==> config.mk <==
export PLATFORM = sky130hd
export DESIGN_NAME = tpu_host_ctrl_flat
export DESIGN_NICKNAME = d
export VERILOG_FILES = /design/src/rtl/tpu_host_ctrl_if.sv /design/src/rtl/tpu_host_ctrl.sv /design/src/flat_wrapper.sv
export SDC_FILE = /design/constraint.sdc
export NUM_CORES = 1
export LEC_CHECK = 0
export ABC_AREA = 1
export CORE_MARGIN = 3
export CORE_UTILIZATION = 30
export CTS_BUF_LIST = sky130_fd_sc_hd__clkbuf_2 sky130_fd_sc_hd__clkbuf_4 sky130_fd_sc_hd__clkbuf_8
export DETAILED_ROUTE_END_ITERATION = 10
export PLACE_DENSITY = 0.55
export SLEW_MARGIN = 20
export SYNTH_ARGS = -nofsm -noshare
export SYNTH_HDL_FRONTEND = slang
export SYNTH_SLANG_ARGS = --single-unit
==> constraint.sdc <==
create_clock -name clk -period 14.2 [get_ports clk]
set_input_delay 1.42 -clock clk [delete_from_list [all_inputs] [get_ports clk]]
set_output_delay 1.42 -clock clk [all_outputs]
set_load 0.1 [all_outputs]
==> src/rtl/tpu_host_ctrl_if.sv <==
// Host-side handshake bundle for the TPU host controller: job command,
// operand load stream and result stream.
interface tpu_host_ctrl_if;
  logic        cmd_valid;
  logic        cmd_ready;
  logic [7:0]  cmd_K;
  logic [7:0]  cmd_M;
  logic [7:0]  cmd_N;

  logic        ld_valid;
  logic        ld_ready;
  logic [31:0] ld_data;

  logic        out_valid;
  logic        out_ready;
  logic [31:0] out_data;
  logic        out_last;

  // host / testbench side
  modport master (
    output cmd_valid, cmd_K, cmd_M, cmd_N, ld_valid, ld_data, out_ready,
    input  cmd_ready, ld_ready, out_valid, out_data, out_last
  );

  // controller side
  modport slave (
    input  cmd_valid, cmd_K, cmd_M, cmd_N, ld_valid, ld_data, out_ready,
    output cmd_ready, ld_ready, out_valid, out_data, out_last
  );
endinterface

==> src/rtl/tpu_host_ctrl.sv <==
// TPU host controller: accepts a K/M/N job, streams A then B operands into
// the TPU buffers, launches the TPU, waits for it to finish and drains the
// C buffer to the host as 32-bit words (MSW of each 128-bit row first).
//
// state     | meaning
// ----------+--------------------------------------------------------------
// IDLE      | cmd_ready high, waiting for a job command
// LOAD_A    | accepting NA load beats into the A buffer
// LOAD_B    | accepting NB load beats into the B buffer
// LAUNCH    | one-cycle tpu_in_valid pulse
// WAIT_HI   | waiting for tpu_busy to rise (gives up after 16 cycles)
// WAIT_LO   | waiting for tpu_busy to fall
// DRAIN_RD  | present C_index, then capture C_data_out one cycle later
// DRAIN_OUT | emit the captured row as 4 words on the result stream
// DONE      | one-cycle done pulse
module tpu_host_ctrl #(
  parameter int IDX_W = 16
) (
  input  logic             clk,
  input  logic             rst_n,
  tpu_host_ctrl_if.slave   bus,
  output logic             A_wr_en,
  output logic [IDX_W-1:0] A_index,
  output logic [31:0]      A_data_in,
  output logic             B_wr_en,
  output logic [IDX_W-1:0] B_index,
  output logic [31:0]      B_data_in,
  output logic [IDX_W-1:0] C_index,
  input  logic [127:0]     C_data_out,
  output logic             tpu_in_valid,
  output logic [7:0]       tpu_K,
  output logic [7:0]       tpu_M,
  output logic [7:0]       tpu_N,
  input  logic             tpu_busy,
  output logic             done,
  output logic             err
);

  typedef enum logic [3:0] {
    IDLE, LOAD_A, LOAD_B, LAUNCH, WAIT_HI, WAIT_LO, DRAIN_RD, DRAIN_OUT, DONE
  } state_t;

  state_t       state;
  logic [15:0]  idx;
  logic [15:0]  na;
  logic [15:0]  nb;
  logic [15:0]  nc;
  logic [15:0]  row;
  logic [3:0]   tmo;
  logic [1:0]   word;
  logic         rd_phase;
  logic [127:0] hold;

  logic [15:0]  m_blk;
  logic [15:0]  n_blk;
  logic         beat;
  logic         dim_zero;

  // Job sizes are derived straight from the command so they can be latched on acceptance.
  assign m_blk    = ({8'd0, bus.cmd_M} + 16'd3) >> 2;
  assign n_blk    = ({8'd0, bus.cmd_N} + 16'd3) >> 2;
  assign dim_zero = (bus.cmd_K == 8'd0) || (bus.cmd_M == 8'd0) || (bus.cmd_N == 8'd0);
  assign beat     = bus.ld_valid && bus.ld_ready;

  // Buffer writes follow the accepted beat in the same cycle.
  assign A_wr_en   = beat && (state == LOAD_A);
  assign B_wr_en   = beat && (state == LOAD_B);
  assign A_index   = A_wr_en ? IDX_W'(idx) : '0;
  assign B_index   = B_wr_en ? IDX_W'(idx) : '0;
  assign A_data_in = A_wr_en ? bus.ld_data : '0;
  assign B_data_in = B_wr_en ? bus.ld_data : '0;
  assign C_index   = IDX_W'(row);

  assign bus.out_last = bus.out_valid && (word == 2'd3) && (row == nc - 16'd1);

  // Select the current result word from the hold register, most significant first.
  always_comb begin
    bus.out_data = '0;
    if (bus.out_valid) begin
      case (word)
        2'd0:    bus.out_data = hold[127:96];
        2'd1:    bus.out_data = hold[95:64];
        2'd2:    bus.out_data = hold[63:32];
        default: bus.out_data = hold[31:0];
      endcase
    end
  end

  // Job sequencer with registered handshake and pulse outputs.
  always_ff @(posedge clk) begin
    if (!rst_n) begin
      state         <= IDLE;
      idx           <= '0;
      na            <= '0;
      nb            <= '0;
      nc            <= '0;
      row           <= '0;
      tmo           <= '0;
      word          <= '0;
      rd_phase      <= 1'b0;
      hold          <= '0;
      tpu_K         <= '0;
      tpu_M         <= '0;
      tpu_N         <= '0;
      tpu_in_valid  <= 1'b0;
      bus.cmd_ready <= 1'b0;
      bus.ld_ready  <= 1'b0;
      bus.out_valid <= 1'b0;
      done          <= 1'b0;
      err           <= 1'b0;
    end else begin
      err <= 1'b0;
      case (state)
        IDLE: begin
          bus.cmd_ready <= 1'b1;
          if (bus.cmd_valid && bus.cmd_ready) begin
            bus.cmd_ready <= 1'b0;
            if (dim_zero) begin
              err <= 1'b1;
            end else begin
              tpu_K        <= bus.cmd_K;
              tpu_M        <= bus.cmd_M;
              tpu_N        <= bus.cmd_N;
              na           <= {8'd0, bus.cmd_K} * m_blk;
              nb           <= {8'd0, bus.cmd_K} * n_blk;
              nc           <= {8'd0, bus.cmd_M} * n_blk;
              idx          <= '0;
              bus.ld_ready <= 1'b1;
              state        <= LOAD_A;
            end
          end
        end
        LOAD_A: begin
          if (beat) begin
            if (idx == na - 16'd1) begin
              idx   <= '0;
              state <= LOAD_B;
            end else begin
              idx <= idx + 16'd1;
            end
          end
        end
        LOAD_B: begin
          if (beat) begin
            if (idx == nb - 16'd1) begin
              idx          <= '0;
              bus.ld_ready <= 1'b0;
              tpu_in_valid <= 1'b1;
              state        <= LAUNCH;
            end else begin
              idx <= idx + 16'd1;
            end
          end
        end
        LAUNCH: begin
          // 14 down to 0 spans the 15 WAIT_HI cycles, so WAIT_LO lands 16 cycles after LAUNCH.
          tpu_in_valid <= 1'b0;
          tmo          <= 4'd14;
          state        <= WAIT_HI;
        end
        WAIT_HI: begin
          if (tpu_busy || (tmo == 4'd0)) begin
            state <= WAIT_LO;
          end else begin
            tmo <= tmo - 4'd1;
          end
        end
        WAIT_LO: begin
          if (!tpu_busy) begin
            row      <= '0;
            rd_phase <= 1'b0;
            state    <= DRAIN_RD;
          end
        end
        DRAIN_RD: begin
          // First cycle presents C_index; read data is valid on the second.
          if (!rd_phase) begin
            rd_phase <= 1'b1;
          end else begin
            rd_phase      <= 1'b0;
            hold          <= C_data_out;
            word          <= '0;
            bus.out_valid <= 1'b1;
            state         <= DRAIN_OUT;
          end
        end
        DRAIN_OUT: begin
          if (bus.out_ready) begin
            if (word == 2'd3) begin
              word          <= '0;
              bus.out_valid <= 1'b0;
              if (row == nc - 16'd1) begin
                done  <= 1'b1;
                state <= DONE;
              end else begin
                row   <= row + 16'd1;
                state <= DRAIN_RD;
              end
            end else begin
              word <= word + 2'd1;
            end
          end
        end
        DONE: begin
          done          <= 1'b0;
          bus.cmd_ready <= 1'b1;
          state         <= IDLE;
        end
        default: state <= IDLE;
      endcase
    end
  end

endmodule

==> src/flat_wrapper.sv <==
// flat-port wrapper written by rule: the top's interface ports become plain ports
module tpu_host_ctrl_flat 
#(
  parameter int IDX_W = 16
)
  (clk, rst_n, A_wr_en, A_index, A_data_in, B_wr_en, B_index, B_data_in, C_index, C_data_out, tpu_in_valid, tpu_K, tpu_M, tpu_N, tpu_busy, done, err, bus_cmd_valid, bus_cmd_K, bus_cmd_M, bus_cmd_N, bus_ld_valid, bus_ld_data, bus_out_ready, bus_cmd_ready, bus_ld_ready, bus_out_valid, bus_out_data, bus_out_last);
  tpu_host_ctrl_if bus_i ();
  input  logic clk;
  input  logic rst_n;
  output logic A_wr_en;
  output logic [IDX_W-1:0] A_index;
  output logic [31:0] A_data_in;
  output logic B_wr_en;
  output logic [IDX_W-1:0] B_index;
  output logic [31:0] B_data_in;
  output logic [IDX_W-1:0] C_index;
  input  logic [127:0] C_data_out;
  output logic tpu_in_valid;
  output logic [7:0] tpu_K;
  output logic [7:0] tpu_M;
  output logic [7:0] tpu_N;
  input  logic tpu_busy;
  output logic done;
  output logic err;
  input wire logic [$bits(bus_i.cmd_valid)-1:0] bus_cmd_valid;
  input wire logic [$bits(bus_i.cmd_K)-1:0] bus_cmd_K;
  input wire logic [$bits(bus_i.cmd_M)-1:0] bus_cmd_M;
  input wire logic [$bits(bus_i.cmd_N)-1:0] bus_cmd_N;
  input wire logic [$bits(bus_i.ld_valid)-1:0] bus_ld_valid;
  input wire logic [$bits(bus_i.ld_data)-1:0] bus_ld_data;
  input wire logic [$bits(bus_i.out_ready)-1:0] bus_out_ready;
  output wire logic [$bits(bus_i.cmd_ready)-1:0] bus_cmd_ready;
  output wire logic [$bits(bus_i.ld_ready)-1:0] bus_ld_ready;
  output wire logic [$bits(bus_i.out_valid)-1:0] bus_out_valid;
  output wire logic [$bits(bus_i.out_data)-1:0] bus_out_data;
  output wire logic [$bits(bus_i.out_last)-1:0] bus_out_last;
  assign bus_i.cmd_valid = bus_cmd_valid;
  assign bus_i.cmd_K = bus_cmd_K;
  assign bus_i.cmd_M = bus_cmd_M;
  assign bus_i.cmd_N = bus_cmd_N;
  assign bus_i.ld_valid = bus_ld_valid;
  assign bus_i.ld_data = bus_ld_data;
  assign bus_i.out_ready = bus_out_ready;
  assign bus_cmd_ready = bus_i.cmd_ready;
  assign bus_ld_ready = bus_i.ld_ready;
  assign bus_out_valid = bus_i.out_valid;
  assign bus_out_data = bus_i.out_data;
  assign bus_out_last = bus_i.out_last;
  tpu_host_ctrl #(.IDX_W(IDX_W)) u_core (.clk(clk), .rst_n(rst_n), .bus(bus_i), .A_wr_en(A_wr_en), .A_index(A_index), .A_data_in(A_data_in), .B_wr_en(B_wr_en), .B_index(B_index), .B_data_in(B_data_in), .C_index(C_index), .C_data_out(C_data_out), .tpu_in_valid(tpu_in_valid), .tpu_K(tpu_K), .tpu_M(tpu_M), .tpu_N(tpu_N), .tpu_busy(tpu_busy), .done(done), .err(err));
endmodule
==> results.toml <==
[setup_path]
path_max_fanout = 11
setup.worst_path.end_class = "flip-flop"
crit_arrival_ps = 7640
critPathKind = "input pin to flip-flop"
setup.worst_path.start_class = "input pin"
cell_repeated_most_along_the_worst_path = "inv_1"
crit_path_top_delay_cell = "fa_1"
required_ps = 14710
critical_path.max_stage_delay_ps = 500

[timing]
rsz0062_at_grt = "no"
slew-limit-headroom = 0.264
worst_clock_skew_ps = 51.2
slew_limit_fails = 0
finalWorstPathRequiredPeriod_ps = 7120
max_freq_ghz = 0.140
fin_setup_tns_ps = 0
timing.hold.ws_ps = 454
tightest_slew_ps = 1100
hold_viol_final = 0
finalSetupViolations = 0
layout_worst_path_cycle_share = 0.502

[clock_network]
cells_resized_by_post_cts_repair = 0
cts.reportedPaths.clkPinSlew_ps = 50
clock_tree_from_tritoncts = "done"
cts.path.max_buffers = 3
tritoncts.num_buffers = 50
clk_latency_ps = 660
post_cts_buffers = 0
cts_root_buffer = "clkbuf_8"
htreeDepth = 2
tritoncts_num_sinks = 249
cts.hold.buffers_added = 0

[floorplan]
floorplan.initialDensity = 0.303
die_w_um = 253
num_rows = 90
floorplan.die.height_um = 253
floorplan.core_area_um2 = 60500
floorplan.die_area_um2 = 64200
i_o_pin_cnt = 367

[grt]
globalRouteTotalUtil = 0.189
global_route.overflow_total = 0
largest_net_degree_at_the_start_of_global_routing = 132
antenna_found_initial = 7
grt_first_pass_wirelength_mm = 98.2
vias_in_the_first_global_route = 18400

[finish]
fillers = 6298
syn_to_final_growth_pct = 29.5
drive_gt1_frac = 0.0492
final_standard_cell_area_without_fillers_um2 = 23800
total_area_of_multi_input_combinational_cells_um2 = 11800
finalNetCount = 3390
layout.area.seq_um2 = 4980

[pwr]
power.static_leakage_nw = 10.6
power_frac_clock = 0.283
switching_share = 0.428
share_comb_of_total_power = 0.452
peakVddDrop_v = 0.0000710
power.density_nw_per_um2 = 129
intPower_mw = 1.75
power.switching_mw = 1.31
seq_power_share = 0.265

[placement]
port-buffer-count = 366
place.gp.congestion = 0.902
dpl_cell_area_um2 = 22600
dpl.hpwl_mm = 45.8

[synthesis]
synth.net_count = 3085
synthesis.instances = 2687
synth_edf_count = 0
synthesis.yosys.warnings = 0
postSynth.topFlopCell = "dfxtp_1"
synth-async-reset-ratio = 0
synth_area_um2 = 18300
ys_seq_elements = 249
yosysSeqAreaShare = 0.272
syn_area_per_cell_um2 = 6.83
synth.distinct_cells = 46

[routing]
routed_via_density = 4.91
drc_errors = 0
routed_wire_length_per_instance_um = 16.3
detailedRoute.firstPassIterationCount = 6
antenna_violating_nets_post_route = 0
drt_iter0_markers = 1268
via_total_after_detailed_routing = 18700
drt_wl_total_mm = 62.4

[run_status]
status = "finished clean"

[run]
maxCapViolations = 0

[worst_hold_path]
worstHoldPathType = "flip-flop to flip-flop"
## final cells by class
type | count | share of cell area
diodes | 7 | 0.000737
clock inverters | 20 | 0.0111
clock buffers | 69 | 0.0376
repair buffers | 377 | 0.158
well taps | 782 | 0.0412
inverters | 289 | 0.0457
multi-input cells | 2025 | 0.496
flip-flops and latches | 249 | 0.210
## per-stage QoR
stage               setup WS (ps)  utilization  power, mW  std cells
finish                       7080        0.393       3.06       3818
global route                 6670        0.393       3.31       3817
CTS                          7200        0.393       3.09       3811
detailed placement           6530        0.374       2.20       3722
global placement             6710        0.374       2.19       3722
floorplan                    8000            -       1.86       2687
## placed cells by master, fill, tap and decap left out, types with 6 or more instances in the layout
master | synthesis | layout
nor2_4 | 5 | 6
nor2_2 | 13 | 13
clkinv_2 | 0 | 11
clkbuf_8 | 0 | 60
a21oi_1 | 171 | 171
dfxtp_1 | 249 | 249
fa_1 | 87 | 87
xor2_1 | 72 | 72
clkbuf_4 | 0 | 9
ha_1 | 121 | 118
o21bai_1 | 9 | 9
a31oi_1 | 36 | 36
diode_2 | 0 | 7
nand3_1 | 105 | 105
inv_1 | 284 | 283
or2_2 | 7 | 7
nand3b_1 | 9 | 9
nor3_1 | 15 | 15
clkdlybuf4s50_1 | 0 | 365
buf_4 | 2 | 10
nand2_1 | 395 | 395
nand4_1 | 39 | 39
nor2_1 | 624 | 623
o21ai_0 | 251 | 251
xnor2_1 | 28 | 28
## path summary, 6_finish.rpt
check	slack, ps	cells past startpoint	endpoint	startpoint
max	7080	31	u_core.nc[13]$_SDFFE_PN0P_	bus_cmd_N[1]
min	450	2	u_core.tpu_in_valid$_SDFFE_PN0P_	u_core.tpu_in_valid$_SDFFE_PN0P_
max reg2reg	10310	12	u_core.na[14]$_SDFFE_PN0P_	u_core.state[2]$_SDFFE_PN0P_
min reg2reg	450	2	u_core.tpu_in_valid$_SDFFE_PN0P_	u_core.tpu_in_valid$_SDFFE_PN0P_
## worst max-delay path, delay by kind of cell
family | cells | cell delay (ps)
buffers and inverters | 10 | 1400
and+or+nand+nor | 11 | 1660
adders and majority gates | 5 | 2230
xor gates and xnor gates | 1 | 170
AOI/OAI and AO/OA | 4 | 750
## cells in the mapped netlist (2+ instances only)
| cell type | number | area [µm²] |
|---|---|---|
| and2_1 | 2 | 12.5 |
| buf_4 | 2 | 15.0 |
| o21bai_2 | 2 | 22.5 |
| nand2_1 | 395 | 1480 |
| fa_1 | 87 | 1740 |
| o21ai_1 | 2 | 10.0 |
| nor3_1 | 15 | 75.1 |
| nor2_1 | 624 | 2340 |
| o2111ai_1 | 2 | 17.5 |
| nand3b_1 | 9 | 67.6 |
| xor2_1 | 72 | 631 |
| a21oi_1 | 171 | 856 |
| nand2_2 | 2 | 12.5 |
| nand3_2 | 3 | 30.0 |
| ha_1 | 121 | 1510 |
| o21bai_1 | 9 | 67.6 |
| xnor2_1 | 28 | 245 |
| o21ai_0 | 251 | 1260 |
| nor3_2 | 2 | 20.0 |
| clkbuf_1 | 101 | 379 |
| buf_1 | 5 | 18.8 |
| a211oi_1 | 5 | 37.5 |
| inv_1 | 284 | 1070 |
| nor4_1 | 5 | 31.3 |
| nand3_1 | 105 | 526 |
| or2_2 | 7 | 43.8 |
| nor2_4 | 5 | 56.3 |
| buf_2 | 15 | 75.1 |
| dfxtp_1 | 249 | 4980 |
| nand4_1 | 39 | 244 |
| o21a_1 | 2 | 15.0 |
| nor2_2 | 13 | 81.3 |
| a31oi_1 | 36 | 225 |
| inv_2 | 5 | 18.8 |
## flip-flops by register name, indices dropped and copies added (netlist names), 8 cells and up
register and count:
u_core.C_index 16, u_core.tpu_M 8, u_core.nb 16, u_core.hold 128, u_core.tpu_K 8, u_core.tpu_N 8, u_core.nc 16, u_core.idx 16
u_core.na 16
## power groups by stage
stage               registers, mW  clock network [mW]  logic (mW)
floorplan                   0.911                   0       0.946
global placement            0.822                   0        1.37
detailed placement          0.823                   0        1.38
CTS                         0.808               0.894        1.39
global route                0.816               0.924        1.57
finish                      0.809               0.866        1.38
## logic make-up after synthesis
group | after synthesis | share of synthesized area
buffers and inverters | 413 | 0.0863
flip-flops | 249 | 0.272
AND/OR/NAND/NOR | 1229 | 0.276
AO/OA/AOI/OAI | 488 | 0.141
XOR/XNOR | 100 | 0.0477
adder cells (fa/ha/maj) | 208 | 0.177
## layer usage
| layer | vias up | track usage | wire length [µm] |
|---|---|---|---|
| met2 | 562 | 0.322 | 29400 |
| li1 | 9234 | - | - |
| met1 | 8846 | 0.244 | 27600 |
| met3 | 93 | 0.0320 | 3740 |
| met5 | - | 0 | 0 |
| met4 | 0 | 0.0590 | 1650 |
Note: power is estimated with default switching activity, not from simulation.
